[src/rtl/gate_sweep_if.sv]
// Sweeper <-> gate-under-test bundle: start control, stimulus vector, gate response, sweep status.
// master = sweeper side, slave = bench/gate side.
interface gate_sweep_if #(
    parameter int N_IN = 2
);
    logic            start;
    logic [N_IN-1:0] stim;
    logic            dut_out;
    logic            busy;
    logic            done;
    logic            pass;
    logic [N_IN:0]   err_count;
    logic [N_IN-1:0] fail_vec;

    modport master (
        input  start, dut_out,
        output stim, busy, done, pass, err_count, fail_vec
    );

    modport slave (
        output start, dut_out,
        input  stim, busy, done, pass, err_count, fail_vec
    );
endinterface

[src/rtl/gate_sweep.sv]
// Exhaustive clocked truth-table sweeper for a single-output combinational gate.
// Optional GATE_SWEEP_STOP_EN: stop at the first mismatching vector instead of sweeping all.
module gate_sweep #(
    parameter int                  N_IN   = 2,
    parameter int                  HOLD   = 1,
    parameter logic [2**N_IN-1:0]  EXP_TT = 4'b0111
) (
    input  logic          clock,
    input  logic          reset,
    gate_sweep_if.master  bus
);
    localparam int             HW        = (HOLD > 1) ? $clog2(HOLD) : 1;
    localparam logic [HW-1:0]  HOLD_LAST = HW'(HOLD - 1);

    localparam logic [1:0] S_IDLE = 2'd0;
    localparam logic [1:0] S_RUN  = 2'd1;
    localparam logic [1:0] S_DONE = 2'd2;

    logic [1:0]      r_state;
    logic [N_IN-1:0] r_stim;
    logic [HW-1:0]   r_hold;
    logic [N_IN:0]   r_err;
    logic [N_IN-1:0] r_fail;
    logic            r_flag;

    logic w_mismatch;
    logic w_last;
    logic w_done;

    assign w_mismatch = (bus.dut_out != EXP_TT[r_stim]);
    assign w_last     = (r_stim == {N_IN{1'b1}});
    assign w_done     = (r_state == S_DONE);

    always_ff @(posedge clock) begin
        if (reset) begin
            r_state <= S_IDLE;
            r_stim  <= '0;
            r_hold  <= '0;
            r_err   <= '0;
            r_fail  <= '0;
            r_flag  <= 1'b0;
        end else begin
            case (r_state)
                S_IDLE, S_DONE: begin
                    if (bus.start) begin
                        r_state <= S_RUN;
                        r_stim  <= '0;
                        r_hold  <= '0;
                        r_err   <= '0;
                        r_fail  <= '0;
                        r_flag  <= 1'b0;
                    end
                end
                S_RUN: begin
                    if (r_hold < HOLD_LAST) begin
                        r_hold <= r_hold + 1'b1;
                    end else begin
                        if (w_mismatch) begin
                            r_err <= r_err + 1'b1;
                            if (!r_flag) begin
                                r_fail <= r_stim;
                                r_flag <= 1'b1;
                            end
                        end
`ifdef GATE_SWEEP_STOP_EN
                        if (w_mismatch || w_last) begin
`else
                        if (w_last) begin
`endif
                            r_state <= S_DONE;
                        end else begin
                            r_stim <= r_stim + 1'b1;
                            r_hold <= '0;
                        end
                    end
                end
                default: r_state <= S_IDLE;
            endcase
        end
    end

    // Status decodes straight from the state register, so busy/done are mutually exclusive.
    assign bus.stim      = r_stim;
    assign bus.busy      = (r_state == S_RUN);
    assign bus.done      = w_done;
    assign bus.pass      = w_done && (r_err == '0);
    assign bus.err_count = r_err;
    assign bus.fail_vec  = r_fail;
endmodule

[src/flat_wrapper.sv]
// flat-port wrapper written by rule: the top's interface ports become plain ports
module gate_sweep_flat 
#(
    parameter int                  N_IN   = 2,
    parameter int                  HOLD   = 1,
    parameter logic [2**N_IN-1:0]  EXP_TT = 4'b0111
)
  (clock, reset, bus_start, bus_dut_out, bus_stim, bus_busy, bus_done, bus_pass, bus_err_count, bus_fail_vec);
  gate_sweep_if #(.N_IN(N_IN)) bus_i ();
  input  logic clock;
  input  logic reset;
  input wire logic [$bits(bus_i.start)-1:0] bus_start;
  input wire logic [$bits(bus_i.dut_out)-1:0] bus_dut_out;
  output wire logic [$bits(bus_i.stim)-1:0] bus_stim;
  output wire logic [$bits(bus_i.busy)-1:0] bus_busy;
  output wire logic [$bits(bus_i.done)-1:0] bus_done;
  output wire logic [$bits(bus_i.pass)-1:0] bus_pass;
  output wire logic [$bits(bus_i.err_count)-1:0] bus_err_count;
  output wire logic [$bits(bus_i.fail_vec)-1:0] bus_fail_vec;
  assign bus_i.start = bus_start;
  assign bus_i.dut_out = bus_dut_out;
  assign bus_stim = bus_i.stim;
  assign bus_busy = bus_i.busy;
  assign bus_done = bus_i.done;
  assign bus_pass = bus_i.pass;
  assign bus_err_count = bus_i.err_count;
  assign bus_fail_vec = bus_i.fail_vec;
  gate_sweep #(.N_IN(N_IN), .HOLD(HOLD), .EXP_TT(EXP_TT)) u_core (.clock(clock), .reset(reset), .bus(bus_i));
endmodule
[config.mk]
export PLATFORM = sky130hd
export DESIGN_NAME = gate_sweep_flat
export DESIGN_NICKNAME = d
export VERILOG_FILES = /design/src/rtl/gate_sweep_if.sv /design/src/rtl/gate_sweep.sv /design/src/flat_wrapper.sv
export SDC_FILE = /design/constraint.sdc
export NUM_CORES = 1
export LEC_CHECK = 0
export ABC_AREA = 1
export BUFFER_PORTS_ARGS = -buffer_cell sky130_fd_sc_hd__buf_4
export CORE_AREA = 5 5 42 44
export DETAILED_ROUTE_END_ITERATION = 8
export DIE_AREA = 0 0 47 49
export PLACE_DENSITY_LB_ADDON = 0.12
export SYNTH_ARGS = -nofsm -noshare
export SYNTH_HDL_FRONTEND = slang
export SYNTH_SLANG_ARGS = --single-unit
[constraint.sdc]
create_clock -name clock -period 1.25 [get_ports clock]
set_input_delay 0.25 -clock clock [delete_from_list [all_inputs] [get_ports clock]]
set_output_delay 0.25 -clock clock [all_outputs]
set_load 0.05 [all_outputs]
* Yosys cells after proc, flatten, opt, wreduce, memory -nomap -nowiden
Index checks and enable logic that the tools add are counted.
** Word-level totals
- Register bits after elaboration :: 11
- Bits of input ports :: 4
- Output and inout port bits :: 10
- Logic and storage cells :: 57
** Operators by class
- Add/subtract/negate cells :: 3
- Magnitude comparators :: 2
- Eq/ne operators :: 11
- Mux-type cells :: 25
- Reduce and logical (&&, ||, !) cells :: 10
** Operators with widths (count)
- 2-bit 2-to-1 mux :: 9
- 2-bit case mux with 2 select lines :: 3
- 3-bit 2-to-1 mux :: 3
- 2-bit != test, second input constant :: 4
- 4-bit AND reduction :: 2
- 1-bit 2-to-1 mux :: 6
- 3-bit case mux with 2 select lines :: 1
- 3-bit AND reduction :: 2
- 5-bit AND reduction :: 1
- 2-bit equality test, second input constant :: 2
- 2-bit by 1-bit != test with 1-bit output, second input constant :: 2
- 1-bit case mux with 2 select lines :: 2
- 3-bit by 1-bit adder with 3-bit output, second input constant :: 1
- 3-bit logical NOT :: 1
- 2-bit by 3-bit less-than comparator with 1-bit output, second input constant :: 1
- 3-bit != test, second input constant :: 1
- 2-bit by 1-bit adder with 2-bit output, second input constant :: 1
- 1-bit binary-select mux with 2-bit select :: 1
- 2-bit by 1-bit equality test with 1-bit output, second input constant :: 1
- 2-bit logical NOT :: 1
- 2-bit nonzero test :: 1
- 2-bit OR reduction :: 1
- 1-bit adder, second input constant :: 1
- 1-bit logical AND :: 1
- other kinds (2) :: 2

* Depth between registers and ports, before layout
Gate-level depths: netlist of the first run.
- Depth after elaboration :: 6
- Depth in mapped cells :: 9
- Gate-level depth less buffers :: 9

* Worst setup path after synthesis of the first run
OpenSTA, ideal clock, no wires.
- Path type :: flip-flop to output port
- Start :: register u_core.r_state[1]
- End :: output bus_pass
- Arrival time :: 1.841 ns
- Data required time :: 1.000 ns
- Setup slack :: -0.841 ns
- Cell stages (with the launch flop) :: 5
- Path through :: dfxtp_1 -> inv_1 -> nor2_1 -> nand2_1 -> nor2_1
** On the way
- Cells in the longest elaborated chain, start to end :: 2
** Ends and longest elaborated chain
- from (decl) :: line gate_sweep.sv:19 : logic [1:0] r_state;
- from (signal assigned) :: line gate_sweep.sv:36 : r_state <= S_IDLE;
- from (signal assigned) :: line gate_sweep.sv:46 : r_state <= S_RUN;
- from (signal assigned) :: line gate_sweep.sv:70 : r_state <= S_DONE;
- 2-bit equality test :: line gate_sweep.sv:32 : assign w_done = (r_state == S_DONE);
- net bus_done :: line flat_wrapper.sv:16 : output wire logic [$bits(bus_i.done)-1:0] bus_done;
- 1-bit logical AND :: line gate_sweep.sv:86 : assign bus.pass = w_done && (r_err == '0);
- to (decl) :: line flat_wrapper.sv:17 : output wire logic [$bits(bus_i.pass)-1:0] bus_pass;
The timed path passes the listed nets, and every way through them passes these cells.

* Worst setup path in the final report of the first run
- Start :: register u_core.r_state[0]
- End :: output bus_pass
** On the way
- Cells in the longest elaborated chain, start to end :: 2
** Ends and longest elaborated chain (line)
- 2-bit equality test :: gate_sweep.sv:32
- 1-bit logical AND :: gate_sweep.sv:86
Every way passes these cells.

==> key figures, run 1 <==
Yosys
  – Yosys top cell by area: dfxtp_1
  – Netlist Area Pre-Place: around 530 um2
  – Synthesis warning total: 0
  – Top cell type's share of synthesized area: 37.74%
  – Mapped Avg Cell Area: around 7.5 um2
  – Post-synthesis register bit count: 10
  – Synth top area cells: dfxtp_1 38%, nand2_1 11%, ha_1 9.4%
  – Netlist cell types: 16
  – Post-Synthesis Cells: 71
  – Register area share after synthesis: a little under two fifths
  – Syn Nets: 79

Timing
  – Setup Skew: 3.697 ps
  – WHS: roughly 190 ps
  – Max-slew violations: 0
  – Fmax: roughly 0.76 GHz
  – RSZ-0062 raised after global routing: true
  – Fin crit share: 105.1%
  – Final worst path period need: roughly 1300 ps
  – Slew margin rel.: just under 90%
  – Setup WS post-layout: -63.56 ps
  – Final hold vios: 0
  – Slew @ Worst Pin: between 150 and 200 ps
  – # setup viols final: 2

Setup path
  – Crit path capture type: output port
  – Crit path top cell by count: nor2_4
  – Critical Path Slowest Stage Cell: dfxtp_2
  – CP Class: flip-flop to output port
  – Worst EP required: 1000 ps
  – CP startpoint kind: flip-flop
  – Worst EP arrival: roughly 1100 ps
  – CP peak stage delay: around 350 ps
  – CP Buf/Inv Count: 1
  – CP top delay family: flip-flops
  – Crit-path cells: nor2_4, nand2_2, nor2_4, buf_6
  – Critical path fanouts, max: 3

Clocking
  – Max clock buf depth: 2
  – Clock sink total: 10
  – Clock slew at reported path FFs: 70 ps
  – CTS tree: built
  – CTS root buffer: clkbuf_4
  – Worst-Skew Late Latency: between 200 and 300 ps
  – H-tree depth: 1
  – Number of CTS-inserted buffers: 3

Worst hold path
  – Worst min path class: primary input to flip-flop

Cells and area
  – Final cell area excluding filler cells: 752.0 um2
  – Final nets: between 90 and 100
  – Fraction of layout cells with a size suffix above 1: 50.56%
  – Synth-to-layout area growth: 41.75%
  – Diodes inserted: 0

Placement
  – PortBufs: 13
  – HPWL after DPL: 858.5 um
  – Gpl congestion: ~0.72
  – Placed Area: roughly 670 um2

Global route
  – Vias in the first global route: ~470
  – First-pass GRT wire length: ~1.9 mm
  – GRT overflow: 0
  – GR Util All Layers: 11.69%
  – Largest net degree at the start of global routing: 9
  – Initial antenna violation count: 0

Floorplanning
  – Row cnt: 14
  – Ports: 14
  – Core Region: 0.001401 mm2
  – Die Y-Extent: 49 um
  – Die X: 47 um
  – Initial Util: between 30 and 40%
  – Die Area: 0.002303 mm2

Drt
  – Via Count: 499
  – Drt wl/cell: ~11 um
  – Antenna-violating nets left: 0
  – Via/cell ratio: around 4.8
  – Iteration count of the initial detailed-routing pass: 4
  – Final WL: around 1.1 mm
  – DR DRC count: 0
  – First DRT Iteration DRCs: 3

Run status
  – Violated checks: setup timing
  – Status: finished, violations left

Job
  – Max Cap Viol: 0

Power
  – Tot Pwr: just over 0.8 mW
  – Leak: 0.3346 nW
  – Maximum vdd drop: between 0.6 and 0.7 mV
  – Pwr dens: between 1000 and 1500 mW/mm2
-- layout make-up --
cell class | count | area [um2]
Sequential cell | 10 | 212.7
Fill cell | 156 | 649.4
Clock buffer | 4 | 36.28
Multi-Input combinational cell | 49 | 319.1
Inverter | 11 | 43.79
Timing Repair Buffer | 15 | 120.1
Tap cell | 16 | 20.02
-- layout by cell type, fill, tap and decap left out --
master,count
nor2_1,2
dfxtp_2,4
a21oi_2,2
nand2_4,2
ha_4,1
nand3_1,5
clkbuf_4,3
inv_4,1
dfxtp_4,2
clkbuf_8,1
nor2_2,1
buf_6,2
inv_2,4
nand3_2,1
dfxtp_1,4
inv_1,6
nor2_4,3
ha_1,2
o21ai_1,2
a21oi_1,8
buf_4,13
nand2_2,4
nand2_1,15
ha_2,1
-- synth_stat cells (all sizes together) --
cell type and n:
nand3 6, nor2 6, o21ai 2, inv 11, buf 1, a21oi 10
ha 4, dfxtp 10, nand2 21
-- worst reg2reg max path, stage by stage (launching register included) --
cell	delay (ps)
dfxtp_4	380
ha_2	190
inv_1	50
nand2_1	50
nand2_1	90
nand2_2	100
nand2_2	60
a21oi_1	120
nor2_1	50
-- stage by stage --
stage                     cells  utilization [%]  TNS [ps]  setup WS, ps
after floorplan              71                -    -71.43        -71.43
after global placement       99            47.95         0         84.76
after detailed placement     99            47.95         0         58.27
after CTS                   105            53.13    -94.79        -83.07
after global routing        105            53.66    -247.6        -112.2
final                       105            53.66    -71.78        -63.56
-- per-layer routing --
metal / track usage, % / share of wire, % / routed length [um] / vias to the layer above
met5: 0 / 0 / 0 / -
met4: 9.677 / 3.2 / 36 / 0
met3: 2.583 / 6.0 / 68 / 4
met2: 15.84 / 45 / 513 / 13
met1: 14.95 / 46 / 523 / 219
li1: - / - / - / 263
-- path summary, 6_finish.rpt --
check                                  start                                   end  slack (ps)  depth (start not counted)
max           u_core.r_state[0]$_SDFFE_PP0P_                              bus_pass         -60                          4
min                                    reset       u_core.bus.stim[1]$_SDFFE_PP0P_         190                          2
max reg2reg  u_core.bus.stim[0]$_SDFFE_PP0P_  u_core.bus.err_count[2]$_SDFFE_PP0P_          60                          8
min reg2reg       u_core.r_flag$_SDFFE_PP0P_            u_core.r_flag$_SDFFE_PP0P_         470                          2
-- kinds of logic (layout without fill, tap and decap cells) --
kind of cell,count (synthesis),count (layout),synth area share [%]
flops,10,10,37.74
compound gates,12,12,12.74
fa+ha+maj,4,4,9.434
buf+inv,12,30,9.197
simple gates,33,33,30.90
-- sequential cells by signal (all words and copies together), names as in the netlist --
| signal | flops |
|---|---|
| u_core.r_state | 2 |
| u_core.bus.err_count | 3 |
| u_core.bus.stim | 2 |
| u_core.r_flag | 1 |
| u_core.bus.fail_vec | 2 |
-- power by group --
group | switching [mW] | internal, mW | leakage [nW]
sequential | 0.0149 | 0.332 | 0.0845
clock | 0.122 | 0.177 | 0.0210
combinational | 0.107 | 0.0571 | 0.229
-- what timing repair did --
item                       CTS  global route
gates resized for setup      7             2
buffers inserted             2             0
setup endpoints to repair    2             6
hold buffers                 0             0
pin swaps                    3             0
Note: power is estimated with default switching activity, not from simulation.
==> run 2: changes to the inputs <==
--- a/config.mk
+++ b/config.mk
@@ -7,9 +7,11 @@
 export LEC_CHECK = 0
 export ABC_AREA = 1
 export BUFFER_PORTS_ARGS = -buffer_cell sky130_fd_sc_hd__buf_4
-export CORE_AREA = 5 5 42 44
+export CELL_PAD_IN_SITES_DETAIL_PLACEMENT = 0
+export CELL_PAD_IN_SITES_GLOBAL_PLACEMENT = 2
+export CORE_MARGIN = 5
+export CORE_UTILIZATION = 26
 export DETAILED_ROUTE_END_ITERATION = 8
-export DIE_AREA = 0 0 47 49
 export PLACE_DENSITY_LB_ADDON = 0.12
 export SYNTH_ARGS = -nofsm -noshare
 export SYNTH_HDL_FRONTEND = slang
==> run 2 against run 1 <==
The flow still finishes with violations (setup timing). Worst hold slack improved by 14 ps. Largest cell class unchanged. Cell count increased by 13%. Count of clock-buffer cells in the layout unchanged. Highest routed layer unchanged. Critical path depth up 1. Critical path type unchanged. Sequential power hardly changed.
==> key figures, run 2 (synthesis gave the netlist of run 1 again) <==
Floorplanning
  – Initial Util: 27.04% (-11 points)
  – Die X: 55.17 um (+17%)
  – Row cnt: 16 (+2)
  – Ports: 14 (unchanged)
  – Die Area: 0.003044 mm2 (+32%)
  – Die Y-Extent: 55.17 um (+13%)
  – Core Region: 0.001962 mm2 (+40%)

Timing
  – Max-slew violations: 0 (unchanged)
  – Final worst path period need: 1322 ps (+8.301 ps)
  – Setup TNS: -71.86 ps (-0.07550 ps)
  – Setup WS post-layout: -71.86 ps (-8.301 ps)
  – Slew margin rel.: 85.72% (-1.2 points)
  – Fmax: 0.7565 GHz (-0.63%)
  – Slew @ Worst Pin: 213.9 ps (+17.82 ps)
  – RSZ-0062 raised after global routing: true
  – Setup Skew: 0.3518 ps (-3.345 ps)
  – # setup viols final: 1 (-1)
  – Final hold vios: 0 (unchanged)
  – Fin crit share: 105.7% (+0.66 points)

Clocking
  – Clock sink total: 10 (unchanged)
  – CTS tree: built
  – CTS Hold Bufs: 0 (unchanged)
  – Max clock buf depth: 2 (unchanged)
  – Number of CTS-inserted buffers: 3 (unchanged)
  – Clock slew at reported path FFs: 70 ps (about the same)
  – Worst-Skew Late Latency: 260 ps (about the same)
  – H-tree depth: 1 (unchanged)
  – CTS root buffer: clkbuf_4

Global route
  – First-pass GRT wire length: 2.221 mm (+18%)
  – Largest net degree at the start of global routing: 9 (unchanged)
  – GR Util All Layers: 10.80% (-0.89 points)
  – Initial antenna violation count: 0 (unchanged)
  – Vias in the first global route: 512 (+9.4%)
  – GRT overflow: 0 (unchanged)

Drt
  – First DRT Iteration DRCs: 4 (+1)
  – Via/cell ratio: 4.294 (-9.6%)
  – Drt wl/cell: 10.71 um (-1.5%)
  – Antenna-violating nets left: 0 (unchanged)
  – Iteration count of the initial detailed-routing pass: 3 (-1)
  – Via Count: 511 (+2.4%)
  – DR DRC count: 0 (unchanged)
  – Final WL: 1.275 mm (+12%)

Setup path
  – Worst EP arrival: 1070 ps (about the same)
  – Crit path capture type: output port
  – Worst EP required: 1000 ps (about the same)
  – CP Class: flip-flop to output port
  – CP startpoint kind: flip-flop
  – Critical path fanouts, max: 3 (unchanged)

Placement
  – Setup Slack @ Placement: 45.65 ps (-12.62 ps)
  – Gpl congestion: 0.6919 (-4.3%)
  – HPWL after DPL: 941.2 um (+9.6%)
  – PortBufs: 13 (unchanged)

Power
  – Flop pwr share: 41.9% (-0.9 points)
  – Leak: 0.3576 nW (+6.8%)
  – Clock power frac: 35.3% (-1.6 points)
  – Total internal power: 0.5807 mW (+2.6%)
  – Pwr dens: 1004 mW/mm2 (-6.8%)
  – Combinational Power Share: 22.8% (+2.5 points)
  – Maximum vdd drop: 0.7378 mV (+18%)
  – Net Switching: 0.2482 mW (+1.6%)
  – Net Sw Frac: 29.95% (-0.22 points)

Worst hold path
  – Worst min path class: primary input to flip-flop

Cells and area
  – Most common cell after layout, fill and taps aside: buf_4
  – Diodes inserted: 0 (unchanged)
  – Final nets: 101 (+3.1%)
  – Synth-to-layout area growth: 55.66%
  – Max FFs per register: 3 (unchanged)
  – Fraction of layout cells with a size suffix above 1: 54.35% (+3.8 points)
  – Most frequent cells in the layout: 16 x buf_4, 14 x nand2_1, 6 x inv_1, 6 x nand3_1, 6 x a21oi_1

Run status
  – Violated checks: setup timing
  – Status: finished, violations left

Job
  – Max Cap Viol: 0 (unchanged)
run 2: what timing repair did:
| action | in CTS | in global routing |
|---|---|---|
| buffers inserted | 2 | 3 |
| pin swaps | 2 | 1 |
| endpoints found under the hold margin | 0 | 0 |
| setup endpoints to repair | 2 | 8 |
| resized for setup | 9 | 9 |
run 2: power by group through the flow:
stage / clock network [mW] / registers, mW / logic, mW
after floorplan: 0 / 0.381 / 0.0830
after global placement: 0 / 0.356 / 0.154
after detailed placement: 0 / 0.356 / 0.153
after CTS: 0.307 / 0.347 / 0.168
after global routing: 0.327 / 0.349 / 0.210
final: 0.292 / 0.347 / 0.189
run 2: path summary, 6_finish.rpt:
| path | from | endpoint | slack [ps] | cells past startpoint |
|---|---|---|---|---|
| worst max-delay path | u_core.r_state[1]$_SDFFE_PP0P_ | bus_pass | -70 | 5 |
| worst min-delay path | reset | u_core.bus.stim[1]$_SDFFE_PP0P_ | 200 | 2 |
| worst max register to register | u_core.bus.stim[0]$_SDFFE_PP0P_ | u_core.bus.stim[1]$_SDFFE_PP0P_ | 50 | 6 |
| worst min register to register | u_core.r_flag$_SDFFE_PP0P_ | u_core.r_flag$_SDFFE_PP0P_ | 470 | 2 |
run 2: worst max-delay path, stage by stage (launching register included):
cell,delay (ps)
dfxtp_2,340
inv_4,40
nor2_4,130
nand2_4,60
nor2_4,80
buf_8,150
run 2: area by class of cell:
type	count	area (um2)
fill	227	1136
multi-input combinational	49	344.1
sequential	10	215.2
timing repair buffer	18	150.1
inverter	11	46.29
clock buffer	4	36.28
tap	27	33.78
run 2: per-layer routing:
| layer | vias to the layer above | track usage [%] | wire [um] |
|---|---|---|---|
| li1 | 267 | - | - |
| met5 | - | 0 | 0 |
| met1 | 232 | 14.17 | 624 |
| met2 | 10 | 15.55 | 571 |
| met3 | 2 | 5.630 | 67 |
| met4 | 0 | 2.429 | 11 |
run 2: metrics by stage:
| step | std cells | hold WS [ps] | instance area (um2) | util [%] | power (mW) |
|---|---|---|---|---|---|
| after CTS | 116 | 183.2 | 764.5 | 38.97 | 0.8227 |
| after floorplan | 71 | 398.8 | 559.3 | - | 0.4635 |
| after detailed placement | 110 | 453.9 | 685.7 | 34.95 | 0.5092 |
| final | 119 | 201.0 | 825.8 | 42.09 | 0.8289 |
| after global placement | 110 | 454.6 | 685.7 | 34.95 | 0.5102 |
| after global routing | 119 | 202.4 | 825.8 | 42.09 | 0.8862 |
